<file path="config.mk">
export PLATFORM = sky130hd
export DESIGN_NAME = muldiv_unit
export DESIGN_NICKNAME = d
export VERILOG_FILES = /design/src/rtl/muldiv_pkg.sv /design/src/rtl/muldiv_sign_fix.sv /design/src/rtl/muldiv_unit.sv
export SDC_FILE = /design/constraint.sdc
export NUM_CORES = 1
export LEC_CHECK = 0
export CORE_MARGIN = 1
export CORE_UTILIZATION = 50
export CTS_CLUSTER_DIAMETER = 100
export CTS_CLUSTER_SIZE = 16
export DETAILED_ROUTE_END_ITERATION = 6
export GPL_TIMING_DRIVEN = 0
export PLACE_DENSITY = 0.73
export SLEW_MARGIN = 20
export SYNTH_ARGS = -nofsm -noshare
export SYNTH_HDL_FRONTEND = slang
export SYNTH_HIERARCHICAL = 1
export SYNTH_SLANG_ARGS = --single-unit
</file>
<file path="constraint.sdc">
create_clock -name clk -period 3.4 [get_ports clk]
set_input_delay 0.51 -clock clk [delete_from_list [all_inputs] [get_ports clk]]
set_output_delay 0.51 -clock clk [all_outputs]
set_load 0.01 [all_outputs]
</file>
<file path="src/rtl/muldiv_pkg.sv">
// Shared encodings, widths and helpers for the iterative multiply/divide unit.
package muldiv_pkg;

  localparam int DATA_W = 32;
  localparam int ITERS  = 32;
  localparam int CNT_W  = $clog2(ITERS);

  typedef enum logic [1:0] {
    OP_MULT  = 2'b00,
    OP_MULTU = 2'b01,
    OP_DIV   = 2'b10,
    OP_DIVU  = 2'b11
  } op_e;

  typedef enum logic [1:0] {
    ST_IDLE = 2'b00,
    ST_CALC = 2'b01,
    ST_FIX  = 2'b10
  } state_e;

  function automatic logic is_div(input op_e op);
    return op[1];
  endfunction

  function automatic logic is_signed(input op_e op);
    return !op[0];
  endfunction

endpackage

</file>
<file path="src/rtl/muldiv_sign_fix.sv">
// Operand sign/magnitude split on entry and sign correction of the raw
// unsigned result on exit; purely combinational.
module muldiv_sign_fix
  import muldiv_pkg::*;
(
  input  op_e               op,
  input  logic [DATA_W-1:0] rs_data,
  input  logic [DATA_W-1:0] rt_data,
  output logic [DATA_W-1:0] mag_a,
  output logic [DATA_W-1:0] mag_b,
  output logic              neg_a,
  output logic              neg_b,
  input  op_e               fix_op,
  input  logic              fix_neg_a,
  input  logic              fix_neg_b,
  input  logic [2*DATA_W-1:0] raw,
  output logic [DATA_W-1:0] fix_hi,
  output logic [DATA_W-1:0] fix_lo
);

  always_comb begin
    neg_a = is_signed(op) & rs_data[DATA_W-1];
    neg_b = is_signed(op) & rt_data[DATA_W-1];
    mag_a = neg_a ? (~rs_data + 1'b1) : rs_data;
    mag_b = neg_b ? (~rt_data + 1'b1) : rt_data;
  end

  // Unsigned ops latch both sign flags as zero, so no op check is needed here.
  logic [2*DATA_W-1:0] prod;
  logic [DATA_W-1:0]   quot;
  logic [DATA_W-1:0]   rem;

  always_comb begin
    prod = (fix_neg_a ^ fix_neg_b) ? (~raw + 1'b1) : raw;
    quot = (fix_neg_a ^ fix_neg_b) ? (~raw[DATA_W-1:0] + 1'b1) : raw[DATA_W-1:0];
    rem  = fix_neg_a ? (~raw[2*DATA_W-1:DATA_W] + 1'b1) : raw[2*DATA_W-1:DATA_W];
    if (is_div(fix_op)) begin
      fix_hi = rem;
      fix_lo = quot;
    end else begin
      fix_hi = prod[2*DATA_W-1:DATA_W];
      fix_lo = prod[DATA_W-1:0];
    end
  end

endmodule

</file>
<file path="src/rtl/muldiv_unit.sv">
// Iterative 32x32 multiply / 32/32 divide with HI/LO registers, one bit per
// cycle, cancellable, with MTHI/MTLO write bypass while idle.
module muldiv_unit
  import muldiv_pkg::*;
(
  input  logic              clk,
  input  logic              rst,
  input  logic              W_start,
  input  logic [1:0]        W_op,
  input  logic [DATA_W-1:0] W_rs_data,
  input  logic [DATA_W-1:0] W_rt_data,
  input  logic              W_hilo_w_ena,
  input  logic              W_hilo_w_sel,
  input  logic [DATA_W-1:0] W_hilo_w_data,
  input  logic              W_cancel,
  output logic              R_busy,
  output logic              R_done,
  output logic [DATA_W-1:0] R_hi,
  output logic [DATA_W-1:0] R_lo
);

  state_e              state, state_nx;
  op_e                 op_in, op_q;
  logic                neg_a_q, neg_b_q, div0_q, done_q;
  logic [CNT_W-1:0]    cnt;
  logic [2*DATA_W-1:0] acc, acc_step;
  logic [DATA_W-1:0]   opb, hi_q, lo_q;

  logic [DATA_W-1:0]   mag_a, mag_b, fix_hi, fix_lo;
  logic                neg_a, neg_b;
  logic                start_ok, div0;

  assign op_in    = op_e'(W_op);
  assign start_ok = (state == ST_IDLE) && W_start && !W_cancel;
  assign div0     = is_div(op_in) && (W_rt_data == '0);

  muldiv_sign_fix u_sign_fix (
    .op        (op_in),
    .rs_data   (W_rs_data),
    .rt_data   (W_rt_data),
    .mag_a     (mag_a),
    .mag_b     (mag_b),
    .neg_a     (neg_a),
    .neg_b     (neg_b),
    .fix_op    (op_q),
    .fix_neg_a (neg_a_q),
    .fix_neg_b (neg_b_q),
    .raw       (acc),
    .fix_hi    (fix_hi),
    .fix_lo    (fix_lo)
  );

  always_ff @(posedge clk or negedge rst) begin
    if (!rst) state <= ST_IDLE;
    else      state <= state_nx;
  end

  always_comb begin
    state_nx = state;
    case (state)
      ST_IDLE: if (start_ok) state_nx = div0 ? ST_FIX : ST_CALC;
      ST_CALC: begin
        if (W_cancel)                       state_nx = ST_IDLE;
        else if (cnt == CNT_W'(ITERS - 1))  state_nx = ST_FIX;
      end
      ST_FIX:  state_nx = ST_IDLE;
      default: state_nx = ST_IDLE;
    endcase
  end

  // acc holds {partial product, multiplier} or {remainder, dividend/quotient}.
  logic [DATA_W:0] mul_sum, div_rem, div_diff;
  logic            div_ge;

  always_comb begin
    mul_sum  = {1'b0, acc[2*DATA_W-1:DATA_W]} + (acc[0] ? {1'b0, opb} : '0);
    div_rem  = {acc[2*DATA_W-1:DATA_W], acc[DATA_W-1]};
    div_diff = div_rem - {1'b0, opb};
    div_ge   = !div_diff[DATA_W];
    if (is_div(op_q))
      acc_step = {(div_ge ? div_diff[DATA_W-1:0] : div_rem[DATA_W-1:0]),
                  acc[DATA_W-2:0], div_ge};
    else
      acc_step = {mul_sum, acc[DATA_W-1:1]};
  end

  always_ff @(posedge clk or negedge rst) begin
    if (!rst) begin
      op_q    <= OP_MULT;
      neg_a_q <= 1'b0;
      neg_b_q <= 1'b0;
      div0_q  <= 1'b0;
      done_q  <= 1'b0;
      cnt     <= '0;
      acc     <= '0;
      opb     <= '0;
      hi_q    <= '0;
      lo_q    <= '0;
    end else begin
      done_q <= 1'b0;
      case (state)
        ST_IDLE: begin
          if (W_hilo_w_ena) begin
            if (W_hilo_w_sel) hi_q <= W_hilo_w_data;
            else              lo_q <= W_hilo_w_data;
          end
          if (start_ok) begin
            op_q    <= op_in;
            neg_a_q <= neg_a;
            neg_b_q <= neg_b;
            div0_q  <= div0;
            cnt     <= '0;
            if (div0) begin
              acc <= {W_rs_data, {DATA_W{1'b1}}};
            end else if (is_div(op_in)) begin
              acc <= {{DATA_W{1'b0}}, mag_a};
              opb <= mag_b;
            end else begin
              acc <= {{DATA_W{1'b0}}, mag_b};
              opb <= mag_a;
            end
          end
        end
        ST_CALC: begin
          if (!W_cancel) begin
            acc <= acc_step;
            cnt <= cnt + 1'b1;
          end
        end
        ST_FIX: begin
          // Divide-by-zero results bypass sign correction entirely.
          if (!W_cancel) begin
            hi_q   <= div0_q ? acc[2*DATA_W-1:DATA_W] : fix_hi;
            lo_q   <= div0_q ? acc[DATA_W-1:0]        : fix_lo;
            done_q <= 1'b1;
          end
        end
        default: ;
      endcase
    end
  end

  assign R_busy = (state != ST_IDLE);
  assign R_done = done_q;
  assign R_hi   = ((state == ST_IDLE) && W_hilo_w_ena &&  W_hilo_w_sel) ? W_hilo_w_data : hi_q;
  assign R_lo   = ((state == ST_IDLE) && W_hilo_w_ena && !W_hilo_w_sel) ? W_hilo_w_data : lo_q;

endmodule
</file>
Yosys cells after proc, flatten, opt, wreduce, memory -nomap -nowiden --
Index checks and enable logic that the tools add are counted.
Word-level totals: output and inout bits 66, input bits 104, register bits 173
Cells by class: mux-type cells 38, add/sub/neg operators 8, bitwise logic cells 9, equal/unequal tests 10, reductions and logical operators 21
Operator list (count):
- two-way mux 32 bit | 20
- two-way mux 64 bit | 5
- adder 32 x 1 -> 32 bit (second input constant) | 4
- NOT 32 bit | 4
- one-hot mux 32 bit (2 select lines) | 2
- one-hot mux 64 bit (2 select lines) | 1
- adder 64 x 1 -> 64 bit (second input constant) | 1
- NOT 64 bit | 1
- adder 32 x 32 -> 33 bit | 1
- subtractor 33 x 32 -> 33 bit | 1
- zero test 32 bit | 1
- != test 2 bit (second input constant) | 6
- two-way mux 5 bit | 2
- one-hot mux 5 bit (2 select lines) | 1
- two-way mux 2 bit | 4
- AND reduction 4 bit | 2
- logical AND 1 bit | 6
- AND reduction 3 bit | 2
- nonzero test 2 bit | 3
- adder 5 x 1 -> 5 bit (second input constant) | 1
- == test 5 bit (second input constant) | 1
- zero test 1 bit | 4
- one-hot mux 2 bit (2 select lines) | 1
- AND reduction 2 bit | 2
- 8 further kinds | 10

Logic depth before layout (Yosys ltp) --
Gate-level depths: netlist of run 1.
depth in word-level cells 7, mapped depth 15, mapped depth without buffers 13

Modules after synthesis --
The synthesis of run 1 kept the hierarchy.
Modules (own cells, without submodules):
- muldiv_unit | instances 1, sequential area each 4329.2 um^2, cells an instance 1584, area an instance 13954.6 um^2
- muldiv_sign_fix | instances 1, sequential area each 0.0 um^2, cells an instance 515, area an instance 3243.1 um^2

Worst setup path after synthesis of run 1 --
Ideal clock, no wire load.
kind register to register, start reg acc[0], end reg acc[57], path slack -8 ps, library setup time 135 ps, arrival 3273 ps, cell stages (with the launch flop) 15, data required time 3265 ps, buffers on the path 1, cells stage by stage dfrtp_1 clkbuf_1 and2_1 ha_1 fa_1 a211o_1 a21oi_1 o211ai_1 a2111o_1 a21oi_1 or2_2 o21ai_1 xor2_1 a221oi_1 o31ai_1
On the way: word-level cells in the longest chain between the ends 5
Ends and longest elaborated chain:
- start, declared | line muldiv_unit.sv:26 | logic [2*DATA_W-1:0] acc, acc_step;
- start signal, assigned | line muldiv_unit.sv:114 | acc <= {W_rs_data, {DATA_W{1'b1}}};
- start signal, assigned | line muldiv_unit.sv:116 | acc <= {{DATA_W{1'b0}}, mag_a};
- start signal, assigned | line muldiv_unit.sv:119 | acc <= {{DATA_W{1'b0}}, mag_b};
- two-way mux 32 bit | line muldiv_unit.sv:76 | mul_sum = {1'b0, acc[2*DATA_W-1:DATA_W]} + (acc[0] ? {1'b0, opb} : '0);
- adder 32 x 32 -> 33 bit | line muldiv_unit.sv:76
- two-way mux 64 bit | line muldiv_unit.sv:80 | if (is_div(op_q))
- two-way mux 64 bit | line muldiv_unit.sv:125 | if (!W_cancel) begin
- one-hot mux 64 bit (2 select lines) | line muldiv_unit.sv:101 | case (state)
No other way between the ends. The select of a mux whose other input is x is not followed. A chain may end at the register's enable or synchronous reset.

Worst setup path after layout of run 1 --
start reg acc[0], end reg acc[59]
Same word-level chain as after synthesis.

==> results.cfg, run 1 <==
[clock_tree]
cts_num_sinks = 172
numCtsBuffers = 17
hold_buffers = 0
path_clk_slew_ps = 70
tritoncts = yes
insertion_delay_ps = 460
clock_path_buffers = 2
clock-root-buffer = clkbuf_16
htree_levels = 4

[floorplan]
die_h_um = 187
die_area_um2 = 35100
initial_core_util = 0.511
coreArea_um2 = 33600
ios = 170
rows = 67
fp.dieW_um = 187

[placement]
gp_congestion = 1.02
hpwl_mm = 53.4
place_area_um2 = 19500
portBuffers = 168

[pwr]
power.internal_mw = 8.42
power_density_nw_per_um2 = 779
seqPwrFrac = 0.236
combPwrFrac = 0.638
p_leak_nw = 9.05
pwr-share-clk = 0.126
finalPower_mw = 16.4
swShare = 0.487
switching_power_mw = 7.98
ir_drop_mv = 0.449

[outcome]
violations = design-rule violations, negative hold slack, negative setup slack
status = complete, but fails checks

[timing]
setup_viol = 3
fmax_mhz = 293
period_share = 1.00
worst_slew_pin_slew_ps = 1060
timing.hold.ws_ps = -0.0406
drv_slew = 0
finalHoldViolations = 1
period_minus_slack_ps = 3410
setup_ws_ps = -9.83
maxSlewHeadroom = 0.288
rsz0062_at_grt = yes
finalClockSkew_ps = 16.5

[cells_and_area]
fillerInstances = 3000
final_cell_area_um2 = 21100
nNetsFinal = 2498
area_growth_pct = 22.7
drive_above_1_share = 0.151
n_antenna_cell = 0

[critical_path]
critPathLaunchType = flip-flop
arrival_ps = 3690
crit_fanout = 5
path_class = reg -> reg
end_kind = flip-flop
required_ps = 3680

[synthesis]
syn-instance-count = 2095
synth_nets = 2271
netlist_area_um2 = 17200
ys_warn_count = 6
syn_avg_cell_area_um2 = 8.19

[route]
via_count = 18100
vias_per_cell = 6.50
ant_nets = 0
first_iter_violations = 1983
drc = 1
drt-total-wl_mm = 69.4
routedWlPerCell_um = 24.9
drtPass1Iterations = 7

[global_route]
antenna_found_initial = 0
grt_overflow = 0
grtUsageTotal = 0.388
grt_pass1_vias = 17500
grt_pass1_wl_mm = 104
grt_max_degree = 99

[worst_hold_path]
hp-class = in -> async

[flow_run]
max-cap-violations = 0
through the flow:
step                setup TNS (ps)  std cells   util  setup slack, ps
floorplan                        0       2095      -             37.9
global placement          -1008230       2711  0.577            -5450
detailed placement          -65980       2713  0.579             -856
CTS                           -194       2775  0.614            -94.1
global route                  -391       2782  0.626             -133
finish                       -10.9       2782  0.626            -9.83
worst max-delay path, stage by stage (launching register included):
cell and delay (ps):
dfrtp_2 450, buf_8 140, and2_4 130, ha_4 160, fa_2 350, a211o_1 300
a21oi_2 170, o211ai_1 200, a2111o_1 450, a21oi_4 170, or2_4 170, nand2_4 70
a21oi_2 150, xor2_1 210, a211oi_1 120
registers in the layout, indices dropped and copies added (netlist names):
| signal | count |
|---|---|
| acc | 64 |
| hi_q | 32 |
| lo_q | 32 |
| opb | 32 |
| cnt | 5 |
| state | 2 |
| R_done | 1 |
| div0_q | 1 |
| neg_a_q | 1 |
| neg_b_q | 1 |
| op_q | 1 |
power groups by stage:
stage / clock network (mW) / logic [mW] / registers (mW)
2_1_floorplan: 0 / 6.33 / 3.19
4_1_cts: 2.05 / 9.79 / 3.75
3_5_place_dp: 0 / 8.87 / 3.81
3_3_place_gp: 0 / 8.76 / 3.78
6_report: 2.07 / 10.5 / 3.87
5_1_grt: 2.13 / 11.2 / 3.89
routing by layer:
metal	routed length, µm	vias up	share of wire	global-route usage
li1	-	8125	-	-
met1	27200	8660	0.39	0.484
met2	31600	1042	0.46	0.629
met3	5340	248	0.077	0.0482
met4	5270	0	0.076	0.257
met5	0	-	0	0
cell usage in the layout (no fill, tap or decap), types with 8 or more instances in the layout:
| cell type | instances |
|---|---|
| nor2b_1 | 8 |
| nand2b_1 | 13 |
| mux2i_1 | 133 |
| o22ai_1 | 35 |
| buf_1 | 10 |
| nor4_1 | 22 |
| ha_4 | 9 |
| o21ai_0 | 133 |
| or3_1 | 13 |
| ha_1 | 47 |
| o21ai_1 | 15 |
| dfrtp_2 | 24 |
| nor3_1 | 34 |
| xnor2_1 | 86 |
| mux2_2 | 98 |
| clkdlybuf4s50_1 | 163 |
| nand2_1 | 213 |
| clkbuf_16 | 17 |
| and3_1 | 17 |
| nand3_1 | 29 |
| a21oi_1 | 121 |
| clkbuf_1 | 89 |
| nor2_1 | 148 |
| xor2_1 | 89 |
| ha_2 | 14 |
| a211oi_1 | 74 |
| a21o_1 | 91 |
| inv_1 | 68 |
| nand4_1 | 13 |
| dfrtp_1 | 148 |
| a31oi_1 | 29 |
| and2_1 | 33 |
| o31ai_1 | 13 |
| buf_4 | 44 |
final timing paths:
path                       endpoint  slack, ps      from  cells after the start
setup / recovery            acc[59]        -10    acc[0]                     14
hold / removal              hi_q[6]      -0.04       rst                      1
setup reg to reg            acc[59]        -10    acc[0]                     14
hold reg to reg            hi_q[16]        470  hi_q[16]                      1
max in group asynchronous    opb[8]       2450       rst                      2
min in group clk           hi_q[16]        470  hi_q[16]                      1
final cells by class:
class                           instances  area [µm²]  share of cell area
Clock buffer                           20         467              0.0222
Timing Repair Buffer                  213        2100              0.0996
Buffer                                121         546              0.0259
Clock inverter                         11         134             0.00636
Inverter                               69         262              0.0124
Sequential cell                       172        4330               0.206
Multi-Input combinational cell       1728       12700               0.601
Tap cell                              448         561              0.0266
timing repair:
| action | CTS | global route |
|---|---|---|
| setup endpoints to repair | 160 | 141 |
| pin swaps | 26 | 27 |
| resized for setup | 96 | 89 |
| setup buffers | 33 | 10 |
No activity file was read; power rests on OpenSTA's default activity.
==> run 2: changes to the inputs <==
==> constraint.sdc (replaced) <==
create_clock -name clk -period 3.4 [get_ports clk]
set_input_delay 0.68 -clock clk [delete_from_list [all_inputs] [get_ports clk]]
set_output_delay 0.68 -clock clk [all_outputs]
set_load 0.01 [all_outputs]
==> results.cfg, run 2 (synthesized netlist as in run 1, its figures left out) <==
[global_route]
antenna_found_initial = 0
grt_overflow = 0
grt.busiest_layer = met2
grt_pass1_vias = 17500
use_met1 = 0.483
grt_util_met2 = 0.629
use_met3 = 0.0505
grt_pass1_wl_mm = 104
grtUsageTotal = 0.388
grt_max_degree = 99

[placement]
hpwl_mm = 53.4
gp_congestion = 1.02
portBuffers = 168
place_area_um2 = 19500
dpl_worst_slack_ps = -1030

[cells_and_area]
regMostFlops = acc
drive_above_1_share = 0.154
seq_area_um2 = 4330
multiInputGateArea_um2 = 12700
nNetsFinal = 2500
final_util = 0.629
final_cell_area_um2 = 21100
final_cell_mix = 212 x nand2_1, 163 x clkdlybuf4s50_1, 149 x dfrtp_1
layout_commonest_cell = nand2_1
area_growth_pct = 23.2
fillerInstances = 2981
n_antenna_cell = 0
largest_reg_flops = 64

[flow_run]
max-cap-violations = 0

[critical_path]
arrival_ps = 3700
required_ps = 3670
path_class = reg -> reg
critPathLaunchType = flip-flop
crit_fanout = 4
end_kind = flip-flop

[timing]
fmax_mhz = 291
maxSlewHeadroom = 0.275
finalClockSkew_ps = 16.9
timing.hold.ws_ps = 165
setup_viol = 3
period_share = 1.01
finalHoldViolations = 0
period_minus_slack_ps = 3430
drv_slew = 0
worst_slew_pin_slew_ps = 1080
rsz0062_at_grt = yes
setup_ws_ps = -34.8

[floorplan]
fp.dieW_um = 187
die_area_um2 = 35100
initial_core_util = 0.511
ios = 170
coreArea_um2 = 33600
rows = 67
die_h_um = 187

[pwr]
p_leak_nw = 9.10
power_density_nw_per_um2 = 786
ir_drop_mv = 0.423
finalPower_mw = 16.6

[clock_tree]
htree_levels = 4
clock_path_buffers = 2
path_clk_slew_ps = 70
numCtsBuffers = 17
insertion_delay_ps = 450
hold_buffers = 0
cts_num_sinks = 172
clock-root-buffer = clkbuf_16
tritoncts = yes

[outcome]
status = complete, but fails checks
violations = negative setup slack

[route]
ant_nets = 0
via_count = 18100
drc = 0
first_iter_violations = 1957
routedWlPerCell_um = 25.1
drtPass1Iterations = 6
vias_per_cell = 6.49
drt-total-wl_mm = 69.8

[worst_hold_path]
hp-class = in -> async
==> run 2: worst max-delay path, cell delays in order (launching register included) <==
cell and delay, ps:
dfrtp_2 460, buf_8 130, and2_4 130, ha_4 160, fa_2 390, a211o_1 310, a21oi_2 160, o211ai_1 190
a2111o_1 450, a21oi_4 170, or2_4 170, nand2_4 70, a21oi_2 160, xor2_1 200, a211oi_1 100
==> run 2: path summary, 6_finish.rpt <==
check,start,to,slack (ps),depth (start not counted)
worst max-delay path,acc[0],acc[59],-30,14
worst min-delay path,rst,hi_q[6],160,1
worst max register to register,acc[0],acc[59],-30,14
worst min register to register,hi_q[16],hi_q[16],470,1
max in group asynchronous,rst,opb[8],2290,2
min in group clk,hi_q[16],hi_q[16],470,1
==> run 2: layer usage <==
metal  vias up  share of wire
met1      8649           0.38
met3       258          0.081
met4         0          0.077
met2      1035           0.46
li1       8137              -
met5         -              0
==> run 2: layout make-up <==
class / instances / share of cell area
Multi-Input combinational cell: 1728 / 0.600
Sequential cell: 172 / 0.205
Timing Repair Buffer: 216 / 0.102
Buffer: 120 / 0.0266
Tap cell: 448 / 0.0265
Clock buffer: 20 / 0.0221
Inverter: 69 / 0.0124
Clock inverter: 11 / 0.00633
==> run 2: through the flow <==
stage / TNS [ps] / instances
after floorplan: 0 / 2095
after global placement: -1069360 / 2711
after detailed placement: -97710 / 2713
after CTS: -39.0 / 2773
after global routing: -1680 / 2784
final: -51.8 / 2784
==> run 2: what timing repair did <==
| action | 4_1_cts | 5_1_grt |
|---|---|---|
| setup buffers | 33 | 11 |
| cloned | 0 | 2 |
| pin swaps | 28 | 37 |
| setup endpoints to repair | 183 | 140 |
| gates resized for setup | 103 | 95 |
==> run 2: report_power, final <==
group          leakage, nW  internal, mW  switching [mW]
Combinational         6.71          4.87            5.83
Sequential            2.12          2.57            1.29
Clock                0.275          1.15           0.912
Total                 9.10          8.59            8.03
==> run 3: changes to the inputs <==
--- a/config.mk
+++ b/config.mk
@@ -11,7 +11,7 @@
 export CTS_CLUSTER_SIZE = 16
 export DETAILED_ROUTE_END_ITERATION = 6
 export GPL_TIMING_DRIVEN = 0
-export PLACE_DENSITY = 0.73
+export PLACE_DENSITY = 0.7
 export SLEW_MARGIN = 20
 export SYNTH_ARGS = -nofsm -noshare
 export SYNTH_HDL_FRONTEND = slang
==> constraint.sdc (replaced) <==
create_clock -name clk -period 3.5 [get_ports clk]
set_input_delay 0.7 -clock clk [delete_from_list [all_inputs] [get_ports clk]]
set_output_delay 0.7 -clock clk [all_outputs]
set_load 0.01 [all_outputs]
==> results.cfg, run 3 (synthesized netlist as in run 1, its figures left out) <==
[outcome]
status = complete, but fails checks
violations = negative setup slack

[clock_tree]
tritoncts = yes
htree_levels = 4
insertion_delay_ps = 460
cts_num_sinks = 172
hold_buffers = 0
clock-root-buffer = clkbuf_16
numCtsBuffers = 17
clock_path_buffers = 2
path_clk_slew_ps = 70

[critical_path]
arrival_ps = 3850
required_ps = 3830
end_kind = flip-flop
slowest_delay_ps = 490
cp_cell_sequence = buf_8, and2_4, ha_4, fa_2, a211o_1, a21oi_2, o211ai_1, a2111o_1, a21oi_4, or2_4, o21ai_2, xor2_2, a221oi_2, o31ai_1
critPathLaunchType = flip-flop
path_class = reg -> reg
crit_slowest_cell = a2111o_1
crit_fanout = 3

[timing]
fmax_mhz = 284
finalHoldViolations = 0
period_share = 1.01
finalClockSkew_ps = 7.92
maxSlewHeadroom = 0.298
setup_ws_ps = -17.9
setup_viol = 1
period_minus_slack_ps = 3520
drv_slew = 0
worst_slew_pin_slew_ps = 1050
rsz0062_at_grt = yes

[cells_and_area]
layout_commonest_cell = nand2_1
largest_reg_flops = 64
regMostFlops = acc
n_antenna_cell = 0
nNetsFinal = 2491
fillerInstances = 2977
final_cells = 2776
drive_above_1_share = 0.138
final_cell_mix = 213 x nand2_1, 163 x clkdlybuf4s50_1, 151 x dfrtp_1
area_growth_pct = 21.8

[pwr]
power_density_nw_per_um2 = 749
ir_drop_mv = 0.563
p_leak_nw = 9.02
finalPower_mw = 15.7

[floorplan]
fp.dieW_um = 187
rows = 67
initial_core_util = 0.511
die_h_um = 187
ios = 170
coreArea_um2 = 33600
die_area_um2 = 35100

[global_route]
grt_pass1_vias = 17200
antenna_found_initial = 0
grt_max_degree = 93
grtUsageTotal = 0.389
grt_pass1_wl_mm = 104
grt_overflow = 0

[route]
drtPass1Iterations = 6
vias_per_cell = 6.40
drc = 0
via_count = 17800
drt-total-wl_mm = 69.3
first_iter_violations = 1822
ant_nets = 0
routedWlPerCell_um = 25.0

[placement]
dp_cells = 2714
hpwl_mm = 53.6
gp_congestion = 1.01
portBuffers = 168
dpl_worst_slack_ps = -794

[flow_run]
max-cap-violations = 0

[worst_hold_path]
hp-class = in -> async
==> run 3: cell count changes in the layout (fill, tap and decap cells not counted), moves of 4 or more <==
cell / previous run / this run
o21ai_0: 132 / 138
clkinvlp_4: 6 / 1
inv_6: 2 / 7
o21ai_1: 16 / 8
ha_1: 52 / 56
ha_2: 8 / 4
clkbuf_1: 84 / 90
buf_4: 45 / 40
==> run 3: per-stage QoR <==
step	TNS [ps]	hold WS [ps]	util	instance area, µm²
floorplan	0	404	-	17200
CTS	-26.4	27.0	0.609	20500
global placement	-1006810	456	0.577	19400
detailed placement	-65110	462	0.579	19500
global route	-279	23.5	0.622	20900
finish	-17.9	25.1	0.622	20900
==> run 3: layer usage <==
metal	up-vias	share of wire	wire (µm)	GRT usage
met4	0	0.080	5520	0.278
li1	8134	-	-	-
met5	-	0	0	0
met1	8484	0.39	26900	0.471
met2	931	0.45	31500	0.629
met3	231	0.078	5410	0.0617
==> run 3: layout make-up <==
type | instances | area, µm² | share of cell area
buffer | 121 | 546 | 0.0261
clock buffer | 18 | 439 | 0.0210
clock inverter | 14 | 169 | 0.00808
inverter | 69 | 262 | 0.0125
multi-input combinational | 1728 | 12600 | 0.601
sequential | 172 | 4330 | 0.207
tap | 448 | 561 | 0.0268
timing repair buffer | 206 | 2040 | 0.0975
==> run 3: path summary, 6_finish.rpt <==
check	start	endpoint	slack, ps	cells after the start
min	rst	hi_q[9]	30	1
max	acc[0]	acc[57]	-20	14
max in group asynchronous	rst	acc[1]	2380	3
min in group clk	lo_q[25]	lo_q[25]	480	1
min reg2reg	lo_q[25]	lo_q[25]	480	1
max reg2reg	acc[0]	acc[57]	-20	14
==> run 3: critical path: cells and delay by family, from the launching register on <==
family | cells | cell delay (ps)
AO/OA/AOI/OAI | 8 | 1730
adder cells (fa/ha/maj) | 2 | 580
flip-flops | 1 | 460
AND/OR/NAND/NOR | 2 | 320
XOR/XNOR | 1 | 170
buffers and inverters | 1 | 140
==> run 3: report_power, final <==
| part | internal [mW] | switching [mW] |
|---|---|---|
| Sequential | 2.50 | 1.31 |
| Clock | 1.10 | 0.920 |
| Combinational | 4.31 | 5.52 |
| Total | 7.91 | 7.75 |
==> run 3: timing repair <==
action | 4_1_cts | 5_1_grt
pin swaps | 12 | 31
setup buffers | 17 | 18
resized for setup | 78 | 76
setup endpoints to repair | 158 | 149
